**src/rtl/bus_pkg.sv**
```systemverilog
// bus_pkg: shared types for the memory-bus target
package bus_pkg;
  typedef enum logic [1:0] {SIZE_BYTE = 2'd0, SIZE_HALF = 2'd1, SIZE_WORD = 2'd2} size_t;
  typedef enum logic [2:0] {IDLE, WAIT, ACCESS, READ, RESP} mem_state_t;
  typedef struct packed {
    logic [31:0] addr;
    logic        we;
    logic [1:0]  size;
    logic        uns;
    logic [31:0] wdata;
  } request_t;
endpackage

```
**src/rtl/mem_lane_align.sv**
```systemverilog
// mem_lane_align: byte-enable/write-lane replication and load lane extraction with extension
module mem_lane_align
  import bus_pkg::*;
(
  input  logic [1:0]  i_size,
  input  logic [1:0]  i_off,
  input  logic        i_uns,
  input  logic [31:0] i_wdata,
  input  logic [31:0] i_rdata,
  output logic [3:0]  o_be,
  output logic [31:0] o_wdata,
  output logic [31:0] o_rdata
);
  logic        w_byte;
  logic        w_half;
  logic [15:0] w_lane;
  assign w_byte  = i_size == SIZE_BYTE;
  assign w_half  = i_size == SIZE_HALF;
  assign w_lane  = 16'(i_rdata >> {i_off, 3'b000});
  assign o_be    = w_byte ? 4'b0001 << i_off : w_half ? 4'b0011 << i_off : 4'b1111;
  assign o_wdata = w_byte ? {4{i_wdata[7:0]}} : w_half ? {2{i_wdata[15:0]}} : i_wdata;
  assign o_rdata = w_byte ? {{24{~i_uns & w_lane[7]}}, w_lane[7:0]}
                 : w_half ? {{16{~i_uns & w_lane[15]}}, w_lane}
                 : i_rdata;
endmodule

```
**src/rtl/bus_mem_ctrl.sv**
```systemverilog
// bus_mem_ctrl: single-outstanding bus target terminating requests on a synchronous SRAM
module bus_mem_ctrl
  import bus_pkg::*;
#(
  parameter logic [31:0] BASE_ADDR   = 32'h0000_0000,
  parameter int          MEM_WORDS   = 16384,
  parameter int          WAIT_STATES = 0,
  localparam int         AW          = $clog2(MEM_WORDS)
) (
  input  logic          clk,
  input  logic          rst,
  input  logic          req_valid,
  output logic          req_ready,
  input  logic [31:0]   req_addr,
  input  logic          req_we,
  input  logic [1:0]    req_size,
  input  logic          req_unsigned,
  input  logic [31:0]   req_wdata,
  output logic          resp_valid,
  output logic [31:0]   resp_rdata,
  output logic          resp_err,
  output logic          sram_en,
  output logic          sram_we,
  output logic [3:0]    sram_be,
  output logic [AW-1:0] sram_addr,
  output logic [31:0]   sram_wdata,
  input  logic [31:0]   sram_rdata
);
  mem_state_t  r_state, w_next;
  request_t    r_req;
  logic [3:0]  r_cnt;
  logic [31:0] r_rdata;
  logic        r_err;
  logic [31:0] w_off;
  logic        w_bad;
  logic        w_acc;
  logic [3:0]  w_be;
  logic [31:0] w_wdata;
  logic [31:0] w_ext;
  assign w_acc = req_valid && r_state == IDLE;
  assign w_off = req_addr - BASE_ADDR;
  // range check is done on the unwrapped offset so addresses past the end never alias
  assign w_bad = req_size == 2'd3
              || (req_size == SIZE_HALF && req_addr[0])
              || (req_size == SIZE_WORD && |req_addr[1:0])
              || req_addr < BASE_ADDR
              || (w_off >> 2) >= 32'(MEM_WORDS);
  mem_lane_align u_align (
    .i_size (r_req.size),
    .i_off  (r_req.addr[1:0]),
    .i_uns  (r_req.uns),
    .i_wdata(r_req.wdata),
    .i_rdata(sram_rdata),
    .o_be   (w_be),
    .o_wdata(w_wdata),
    .o_rdata(w_ext)
  );
  always_ff @(posedge clk or negedge rst)
    if (!rst) r_state <= IDLE;
    else r_state <= w_next;
  always_comb begin
    w_next = r_state;
    case (r_state)
      IDLE:    if (w_acc) w_next = w_bad ? RESP : (WAIT_STATES > 0 ? WAIT : ACCESS);
      WAIT:    if (r_cnt == 4'd0) w_next = ACCESS;
      ACCESS:  w_next = r_req.we ? RESP : READ;
      READ:    w_next = RESP;
      RESP:    w_next = IDLE;
      default: w_next = IDLE;
    endcase
  end
  always_ff @(posedge clk or negedge rst)
    if (!rst) begin
      r_req   <= '0;
      r_cnt   <= '0;
      r_rdata <= '0;
      r_err   <= 1'b0;
    end else begin
      if (w_acc) begin
        r_req   <= '{addr: req_addr, we: req_we, size: req_size, uns: req_unsigned, wdata: req_wdata};
        r_err   <= w_bad;
        r_rdata <= '0;
        r_cnt   <= 4'(WAIT_STATES - 1);
      end else if (r_state == WAIT) r_cnt <= r_cnt - 4'd1;
      if (r_state == READ) r_rdata <= w_ext;
    end
  always_comb begin
    req_ready  = rst && r_state == IDLE;
    sram_en    = r_state == ACCESS;
    sram_we    = sram_en && r_req.we;
    sram_be    = sram_en ? w_be : 4'b0000;
    sram_addr  = sram_en ? AW'((r_req.addr - BASE_ADDR) >> 2) : '0;
    sram_wdata = sram_en ? w_wdata : 32'h0;
    resp_valid = r_state == RESP;
    resp_rdata = resp_valid ? r_rdata : 32'h0;
    resp_err   = resp_valid && r_err;
  end
endmodule

```
**config.mk**
```make
export PLATFORM = sky130hd
export DESIGN_NAME = bus_mem_ctrl
export DESIGN_NICKNAME = d
export VERILOG_FILES = /design/src/rtl/bus_pkg.sv /design/src/rtl/mem_lane_align.sv /design/src/rtl/bus_mem_ctrl.sv
export SDC_FILE = /design/constraint.sdc
export NUM_CORES = 1
export LEC_CHECK = 0
export CAP_MARGIN = 20
export CORE_ASPECT_RATIO = 1.4
export CORE_MARGIN = 5
export CORE_UTILIZATION = 48
export CTS_BUF_LIST = sky130_fd_sc_hd__clkbuf_8 sky130_fd_sc_hd__clkbuf_16
export CTS_CLUSTER_SIZE = 16
export DETAILED_ROUTE_END_ITERATION = 12
export PLACE_DENSITY = 0.86
export RECOVER_POWER = 50
export SLEW_MARGIN = 40
export SYNTH_ARGS = -nofsm -noshare
export SYNTH_HDL_FRONTEND = slang
export SYNTH_SLANG_ARGS = --single-unit
export TNS_END_PERCENT = 1
```
**constraint.sdc**
```tcl
create_clock -name clk -period 4.79 [get_ports clk]
set_input_delay 0.958 -clock clk [delete_from_list [all_inputs] [get_ports clk]]
set_output_delay 0.958 -clock clk [all_outputs]
set_load 0.05 [all_outputs]
```
==> impl_metrics.csv, run 1 <==
group,metric,value,unit
floorplanning,core,10350,um2
timing,hold_viol,0,
yosys,ys.flop_type,"dfrtp_1",
yosys,syn-num-nets,694,
yosys,async_flop_share,100.0,%
pwr,vdd_drop_max,0.0001683,V
critical_path,reg2reg_depth,3,
place,dp_slack,1428,ps
global_route,grt_pass1_vias,5152,
place,dp_hpwl,12.17,mm
timing,setup_violations,0,
place,place_inst,877,
global_route,grt_overflow,0,
critical_path,cpMaxStageDelayCell,"clkbuf_1",
min_path,holdPathEnd,"r_req[39]$_DFFE_PN0P_",
cells_and_area,fin_cells,894,
place,portBuffers,189,
timing,slew_violations,153,
timing,whs,468.5,ps
yosys,synth_warnings,0,
yosys,synth_cells,586,
yosys,yosysUniqueCellTypes,53,
critical_path,max_stage_delay,1730,ps
routing,finalWirelength,16.64,mm
status,failed_checks,"capacitance limit, slew limit",
timing,finalCritPeriodShare,78.36,%
critical_path,r2r_start,"r_state[1]$_DFFE_PN0P_",
cells_and_area,nets,859,
flow_run,drv_cap,3,
min_path,worstHoldStart,"r_req[39]$_DFFE_PN0P_",
pwr,p_per_area,266.9,nW/um2
timing,finalCriticalPeriod,3753,ps
critical_path,r2r_slack,1530,ps
clocking,holdBufCountCts,0,
pwr,leakage,0.003425,uW
routing,vias,5053,
critical_path,crit_chain,"dlygate4sd3_1 -> nor4b_1 -> clkbuf_1 -> o21ai_0",
cells_and_area,diodes,0,
global_route,grt_max_degree,57,
routing,drtIter0Drc,287,
timing,max_slew_margin,-67.67,%
timing,final.setup.worst_slack,1037,ps
yosys,syn_avg_cell_area,8.613,um2
critical_path,r2r_end,"r_req[36]$_DFFE_PN0P_",
pwr,total_power,1953,uW
clocking,clockRootBuffer,"clkbuf_16",
routing,wire_per_inst,18.62,um
clocking,clk_pin_slew_worst_paths,60,ps
global_route,antenna_found_initial,1,
clocking,numCtsBuffers,9,
critical_path,crit_type,"input port to register",
clocking,insertion_delay,330,ps
floorplanning,die_h,131.3,um
critical_path,startpoint_type,"input port",
floorplanning,design.portCount,190,
critical_path,crit_path_max_fanout,56,
timing,final.setup_skew,4.423,ps
floorplanning,die-area,12700,um2
routing,vias_per_cell,5.652,
place,place_congestion,0.8462,
global_route,track_usage,25.77,%
min_path,hold_class,"register to register",
clocking,htreeDepth,3,
global_route,grt_pass1_wl,26.59,mm
cells_and_area,area_growth,44.99,%
critical_path,required,4890,ps
timing,fmax,266.4,MHz
floorplanning,initial_core_util,48.77,%
status,run_status,"finished, violations left",
timing,rsz0062_at_grt,"false",
min_path,worstHoldPathCells,2,
routing,ant_nets,0,
timing,tightest_slew,2515,ps
floorplanning,rows,44,
yosys,syn_area,5047,um2
routing,dr.pass1.iters,5,
clocking,cts_tree,"yes",
clocking,cts_resized,0,
yosys,seq_area_frac_synth,45.61,%
routing,drcViolationCount,0,
critical_path,critPathArrivalTime,3860,ps
critical_path,critPathCaptureType,"register",
clocking,post-cts-setup-buffers,0,
yosys,synth_edf_count,0,
clocking,clock_sinks,92,
floorplanning,fp.dieW,96.67,um
timing,setup_tns,0,ps
clocking,cts_buffer_depth,2,
cells_and_area,drive_gt1_share,9.656,%
yosys,ys_ff_latch,92,
## logic make-up (layout without fill, tap and decap cells)
group / count (synthesis) / count (layout) / share of synthesized area [%]
and+or+nand+nor: 301 / 301 / 27.32
DFF: 92 / 92 / 45.61
xor gates and xnor gates: 3 / 3 / 0.5207
adders and majority gates: 5 / 5 / 1.239
buffers and inverters: 55 / 225 / 4.685
AOI/OAI and AO/OA: 103 / 103 / 14.97
muxes: 27 / 27 / 5.652
## report_power, final
part	internal, uW	leakage, uW	switching [uW]
registers	836	0.00117	67.8
logic	184	0.00212	223
clock network	360	0.000135	283
total	1380	0.00343	573
## cell usage in the layout, fill, tap and decap left out, types with 7 or more instances in the layout
master / instances
and2_1: 33
clkdlybuf4s50_1: 157
nor2b_1: 7
dfrtp_1: 91
mux2i_1: 24
o21ai_0: 22
inv_1: 12
clkbuf_16: 9
nand2_1: 179
a221o_2: 10
and3_1: 27
buf_4: 24
a21oi_1: 25
nor2_1: 30
a221oi_1: 7
buf_12: 11
a22o_1: 7
## cell usage after synthesis (8+ instances only)
cell / n / area share (%)
dfrtp_1: 92 / 46
o21ai_0: 22 / 2.2
a221o_2: 10 / 2.2
inv_1: 9 / 0.67
mux2i_1: 24 / 4.8
clkbuf_1: 30 / 2.2
and2_1: 33 / 4.1
nor2_1: 32 / 2.4
and3_1: 27 / 3.3
a21oi_1: 25 / 2.5
nand2_1: 179 / 13
buf_2: 8 / 0.79
## flip-flops by register name, indices dropped and copies added, names as in the netlist
name,flops
r_req,52
r_rdata,32
r_cnt,4
r_state,3
r_err,1
## worst max path at each step
stage	end	from	cells past startpoint
after detailed placement	req_ready	rst	3
after CTS	resp_rdata[24]	r_state[1]$_DFFE_PN0P_	4
after global routing	r_req[36]$_DFFE_PN0P_	req_valid	4
after global placement	req_ready	rst	3
after floorplan	req_ready	rst	1
final	r_req[36]$_DFFE_PN0P_	req_valid	4
## metrics by stage
| step | instance area, um2 | utilization [%] |
|---|---|---|
| 6_report | 7318 | 70.71 |
| 5_1_grt | 7318 | 70.71 |
| 4_1_cts | 7336 | 70.88 |
| 3_5_place_dp | 7063 | 68.24 |
| 3_3_place_gp | 7056 | 68.17 |
| 2_1_floorplan | 5047 | - |
## metal layers
metal | GRT usage [%] | share of wire [%]
met1 | 31.09 | 40
met2 | 43.16 | 49
met3 | 5.567 | 7.3
met4 | 13.27 | 4.5
met5 | 0 | 0.078
## final cells by class
| type | instances | area [um2] |
|---|---|---|
| flip-flops and latches | 92 | 2303 |
| multi-input cells | 439 | 2517 |
| well taps | 138 | 172.7 |
| clock inverters | 6 | 33.78 |
| repair buffers | 198 | 2011 |
| inverters | 11 | 41.29 |
| fillers | 833 | 3032 |
| clock buffers | 10 | 239.0 |
## critical path, delay by kind of cell
kind            cells  cell delay (ps)
buf+inv             2             2260
simple gates        1              340
compound gates      1              280
Power figures use the tool's default switching activity.
==> run 2: changes to the inputs <==
--- a/config.mk
+++ b/config.mk
@@ -8,11 +8,11 @@
 export CAP_MARGIN = 20
 export CORE_ASPECT_RATIO = 1.4
 export CORE_MARGIN = 5
-export CORE_UTILIZATION = 48
+export CORE_UTILIZATION = 40
 export CTS_BUF_LIST = sky130_fd_sc_hd__clkbuf_8 sky130_fd_sc_hd__clkbuf_16
 export CTS_CLUSTER_SIZE = 16
 export DETAILED_ROUTE_END_ITERATION = 12
-export PLACE_DENSITY = 0.86
+export PLACE_DENSITY = 0.77
 export RECOVER_POWER = 50
 export SLEW_MARGIN = 40
 export SYNTH_ARGS = -nofsm -noshare
==> constraint.sdc (replaced) <==
create_clock -name clk -period 3 [get_ports clk]
set_input_delay 0.6 -clock clk [delete_from_list [all_inputs] [get_ports clk]]
set_output_delay 0.6 -clock clk [all_outputs]
set_load 0.05 [all_outputs]
==> run 2 against run 1 <==
Effect of this change:
- the flow now finishes without violations
- critical endpoint is now sram_wdata[14]
- via count shrank 0.57%
- core utilization shrank 4.5 points
- worst hold slack gained 3.6 ps
- critical path type is now register to output port
- sequential share of layout area shrank 3.4 points
==> impl_metrics.csv, run 2 (synthesis results as in run 1) <==
group,metric,value,unit
status,run_status,"complete, no violations",
timing,max_slew_margin,27.19,%
floorplanning,rows,48,
clocking,clock_sinks,92,
cells_and_area,area_growth,62.35,%
timing,hold_viol,0,
place,dpl_cell_area,7928,um2
pwr,comb_power_share,20.8,%
clocking,clk_pin_slew_worst_paths,70,ps
cells_and_area,top_regs,"r_req x52, r_rdata x32, r_cnt x4",
critical_path,r2r_slack,480,ps
timing,finalCritPeriodShare,90.17,%
critical_path,cpMaxStageDelayCell,"dfrtp_1",
critical_path,cpMostUsedCell,"nand2_1",
pwr,p_seq_share,45.2,%
global_route,antenna_found_initial,0,
critical_path,crit_chain,"clkinv_1 -> nand2_1 -> nand2_1 -> a21oi_1 -> buf_12",
pwr,leakage,0.003785,uW
global_route,grt_pass1_vias,5128,
clocking,post-cts-setup-buffers,0,
pwr,vdd_drop_max,0.0002354,V
clocking,insertion_delay,340,ps
global_route,top_usage_layer,"met2",
routing,wire_per_inst,19.30,um
timing,finalCriticalPeriod,2705,ps
routing,vias_per_cell,5.497,
cells_and_area,nets,866,
critical_path,required,2400,ps
place,place_congestion,0.8797,
routing,drcViolationCount,0,
timing,final.setup.worst_slack,294.9,ps
critical_path,critPathCaptureType,"output port",
cells_and_area,most-common-layout-cells,"nand2_1, clkdlybuf4s50_1, dfrtp_1",
timing,fmax,369.7,MHz
timing,setup_violations,0,
cells_and_area,largest_register_ffs,52,
routing,dr.pass1.iters,5,
cells_and_area,design_area,8194,um2
global_route,track_usage,23.43,%
flow_run,drv_cap,0,
timing,slew_violations,0,
clocking,htreeDepth,3,
global_route,use_met3,5.608,%
critical_path,max_stage_delay,540,ps
critical_path,critical_path.top_delay_family,"flip-flops",
cells_and_area,layout_commonest_cell,"nand2_1",
clocking,cts_tree,"yes",
global_route,grt_max_degree,93,
pwr,clockPowerShare,34.0,%
cells_and_area,drive_gt1_share,18.22,%
timing,final.setup_skew,5.763,ps
place,portBuffers,189,
global_route,grt_pass1_wl,27.83,mm
floorplanning,fp.dieW,104.9,um
global_route,grt_util_met2,39.65,%
pwr,p_per_area,389.6,nW/um2
global_route,use_met1,28.15,%
critical_path,critPathArrivalTime,2110,ps
floorplanning,initial_core_util,40.80,%
min_path,hold_class,"register to register",
routing,vias,5024,
global_route,grt_overflow,0,
clocking,clockRootBuffer,"clkbuf_16",
cells_and_area,fin_util,66.23,%
clocking,holdBufCountCts,0,
floorplanning,die_h,142.9,um
timing,rsz0062_at_grt,"false",
pwr,switching_share,29.58,%
cells_and_area,top_register,"r_req",
timing,setup_tns,0,ps
critical_path,timing.critical_path.buf_inv,2,
critical_path,crit_path_max_fanout,10,
place,dp_hpwl,13.38,mm
pwr,p_switching,944.4,uW
critical_path,startpoint_type,"register",
routing,ant_nets,0,
pwr,total_power,3193,uW
critical_path,crit_type,"register to output port",
pwr,internal_power,2248,uW
place,dp_slack,293.3,ps
routing,drtIter0Drc,268,
floorplanning,design.portCount,190,
clocking,numCtsBuffers,9,
floorplanning,core,12370,um2
floorplanning,die-area,15000,um2
timing,tightest_slew,1092,ps
routing,finalWirelength,17.64,mm
clocking,cts_buffer_depth,2,
==> run 2: cell type report <==
cell class	count	area, um2
antenna	1	2.502
fill	978	4178
clock inverter	5	35.03
sequential	92	2303
clock buffer	11	252.7
tap	150	187.7
inverter	11	41.29
multi-input combinational	439	2515
timing repair buffer	205	2856
==> run 2: path summary, 6_finish.rpt <==
path	from	to	cells past startpoint
max	r_req[34]$_DFFE_PN0P_	sram_wdata[14]	5
min	r_req[41]$_DFFE_PN0P_	r_req[41]$_DFFE_PN0P_	2
max reg2reg	r_state[0]$_DFFE_PN0P_	r_cnt[1]$_DFFE_PN0P_	5
min reg2reg	r_req[41]$_DFFE_PN0P_	r_req[41]$_DFFE_PN0P_	2
max in group asynchronous	rst	r_req[33]$_DFFE_PN0P_	2
min in group asynchronous	rst	r_err$_DFFE_PN0P_	2
==> run 2: timing repair <==
item                                    in CTS  in global routing
endpoints found under the hold margin        0                  0
endpoints found under the setup margin       0                  3
gates resized for setup                      0                  1
==> run 2: power by group through the flow <==
stage / Clock, uW / Combinational [uW] / Sequential [uW]
after floorplan: 0 / 387 / 1410
after global placement: 0 / 647 / 1460
after detailed placement: 0 / 662 / 1470
after CTS: 1110 / 669 / 1440
after global routing: 1150 / 729 / 1460
final: 1080 / 665 / 1440
==> run 2: stage by stage <==
stage / hold WS [ps] / cells
2_1_floorplan: 304.4 / 586
3_3_place_gp: 451.4 / 896
3_5_place_dp: 459.5 / 896
4_1_cts: 474.7 / 912
5_1_grt: 495.8 / 913
6_report: 472.1 / 914
==> run 2: metal layers <==
layer / part of all wire (%) / vias up
li1: - / 2338
met1: 38 / 2407
met2: 50 / 230
met3: 7.2 / 49
met4: 4.7 / 0
met5: 0 / -
==> run 2: worst reg2reg max path: stages, from the launching register on <==
cell      delay [ps]
dfrtp_1          530
nor2_1           110
buf_4            220
nand2_1          440
clkbuf_1         840
o211ai_1         190
==> run 3: changes to the inputs <==
--- a/config.mk
+++ b/config.mk
@@ -7,11 +7,12 @@
 export LEC_CHECK = 0
 export CAP_MARGIN = 20
 export CORE_ASPECT_RATIO = 1.4
-export CORE_MARGIN = 5
+export CORE_MARGIN = 4
 export CORE_UTILIZATION = 40
 export CTS_BUF_LIST = sky130_fd_sc_hd__clkbuf_8 sky130_fd_sc_hd__clkbuf_16
 export CTS_CLUSTER_SIZE = 16
 export DETAILED_ROUTE_END_ITERATION = 12
+export MAX_ROUTING_LAYER = met4
 export PLACE_DENSITY = 0.77
 export RECOVER_POWER = 50
 export SLEW_MARGIN = 40
==> run 3 against run 2 <==
Effect of this change:
- worst hold slack got worse by 4.3 ps
- final cell count fell by 0.22%
- worst setup slack got worse by 160 ps
- core utilization fell by 0.57 points
- die area fell by 3.3%
- sequential cell count did not move
- clock power barely moved
- largest power group unchanged
==> impl_metrics.csv, run 3 (synthesis results as in run 1) <==
group,metric,value,unit
pwr,p_switching,945.9,uW
pwr,comb_power_share,20.5,%
clocking,cts_resized,0,
place,portBuffers,189,
critical_path,critical_path.top_delay_family,"flip-flops",
pwr,p_seq_share,45.2,%
global_route,antenna_found_initial,0,
clocking,clockRootBuffer,"clkbuf_16",
timing,final.setup_skew,5.349,ps
global_route,grt_pass1_vias,5147,
critical_path,crit_chain,"inv_1 -> nand2_1 -> nand2_1 -> a21oi_1 -> buf_12",
cells_and_area,top_register,"r_req",
cells_and_area,diodes,0,
pwr,switching_share,29.70,%
min_path,worstHoldPathCells,2,
clocking,holdBufCountCts,0,
timing,finalCritPeriodShare,95.36,%
flow_run,drv_cap,0,
timing,max_slew_margin,14.44,%
status,run_status,"complete, no violations",
critical_path,crit_path_max_fanout,15,
floorplanning,design.portCount,190,
clocking,clk_pin_slew_worst_paths,70,ps
cells_and_area,fill_cells,983,
timing,setup_violations,0,
routing,ant_nets,0,
global_route,grt_pass1_wl,26.65,mm
clocking,insertion_delay,340,ps
routing,vias,5056,
global_route,grt_overflow,0,
floorplanning,rows,48,
cells_and_area,drive_gt1_share,18.11,%
clocking,numCtsBuffers,9,
timing,finalCriticalPeriod,2861,ps
timing,hold_viol,0,
routing,vias_per_cell,5.544,
routing,drtIter0Drc,267,
routing,finalWirelength,17.31,mm
floorplanning,die-area,14500,um2
critical_path,cpMostUsedCell,"nand2_1",
pwr,clockPowerShare,34.3,%
clocking,cts_buffer_depth,2,
pwr,p_per_area,392.1,nW/um2
floorplanning,die_h,140.9,um
critical_path,crit_type,"register to output port",
timing,tightest_slew,1283,ps
critical_path,cpMaxStageDelayCell,"dfrtp_1",
clocking,clock_sinks,92,
pwr,internal_power,2239,uW
critical_path,timing.critical_path.buf_inv,2,
timing,rsz0062_at_grt,"false",
place,place_congestion,0.9279,
critical_path,critPathArrivalTime,2260,ps
floorplanning,fp.dieW,102.9,um
cells_and_area,area_growth,60.96,%
global_route,track_usage,24.44,%
place,dp_hpwl,13.14,mm
critical_path,startpoint_type,"register",
cells_and_area,nets,865,
floorplanning,initial_core_util,40.80,%
cells_and_area,most-common-layout-cells,"nand2_1, clkdlybuf4s50_1, dfrtp_1",
routing,drcViolationCount,0,
pwr,total_power,3185,uW
routing,wire_per_inst,18.98,um
pwr,leakage,0.003761,uW
clocking,htreeDepth,3,
routing,dr.pass1.iters,4,
clocking,post-cts-setup-buffers,0,
cells_and_area,largest_register_ffs,52,
critical_path,crit_cells,5,
critical_path,critPathCaptureType,"output port",
min_path,hold_class,"register to register",
timing,fmax,349.5,MHz
pwr,vdd_drop_max,0.0002691,V
critical_path,reg2reg_depth,5,
clocking,cts_tree,"yes",
timing,setup_tns,0,ps
global_route,grt_max_degree,57,
critical_path,required,2400,ps
floorplanning,core,12370,um2
timing,slew_violations,0,
cells_and_area,layout_commonest_cell,"nand2_1",
cells_and_area,top_regs,"r_req x52, r_rdata x32, r_cnt x4",
critical_path,max_stage_delay,800,ps
-- run 3: power by group through the flow --
| stage | clock network (uW) | logic [uW] | registers, uW |
|---|---|---|---|
| floorplan | 0 | 387 | 1410 |
| global placement | 0 | 644 | 1460 |
| detailed placement | 0 | 658 | 1460 |
| CTS | 1110 | 664 | 1440 |
| global route | 1160 | 721 | 1450 |
| finish | 1090 | 654 | 1440 |
-- run 3: path summary, 6_finish.rpt --
check                      slack (ps)                    from                 endpoint
setup / recovery                  140   r_req[33]$_DFFE_PN0P_           sram_wdata[10]
hold / removal                    470   r_req[38]$_DFFE_PN0P_    r_req[38]$_DFFE_PN0P_
setup reg to reg                  530  r_state[0]$_DFFE_PN0P_     r_cnt[1]$_DFFE_PN0P_
hold reg to reg                   470   r_req[38]$_DFFE_PN0P_    r_req[38]$_DFFE_PN0P_
max in group asynchronous         540                     rst  r_rdata[11]$_DFFE_PN0P_
min in group asynchronous         690                     rst   r_rdata[5]$_DFFE_PN0P_
-- run 3: final cells by class --
class | instances | area, um2 | share of cell area [%]
Tap cell | 150 | 187.7 | 2.310
Inverter | 11 | 41.29 | 0.5082
Clock inverter | 5 | 36.28 | 0.4466
Sequential cell | 92 | 2302 | 28.34
Multi-Input combinational cell | 439 | 2515 | 30.96
Timing Repair Buffer | 204 | 2789 | 34.33
Clock buffer | 11 | 252.7 | 3.111
-- run 3: metal layers --
metal  part of all wire [%]  GRT usage (%)
met5                      0              -
met2                     52          40.51
met1                     37          28.29
met4                    3.7          10.16
met3                    7.7          5.297
-- run 3: per-stage QoR --
step	setup WS [ps]	cells	hold slack, ps	utilization (%)	area [um2]
6_report	139.1	912	467.8	65.67	8124
5_1_grt	27.16	912	484.9	65.67	8124
4_1_cts	168.0	911	400.3	66.02	8168
3_5_place_dp	239.6	895	456.9	63.68	7879
3_3_place_gp	397.2	895	451.5	63.62	7871
2_1_floorplan	170.5	586	304.4	-	5047
-- run 3: tightest hold or removal path, stage by stage (launching register included) --
cell     delay [ps]
dfrtp_1         340
nand2_1          50
nand2_1          50
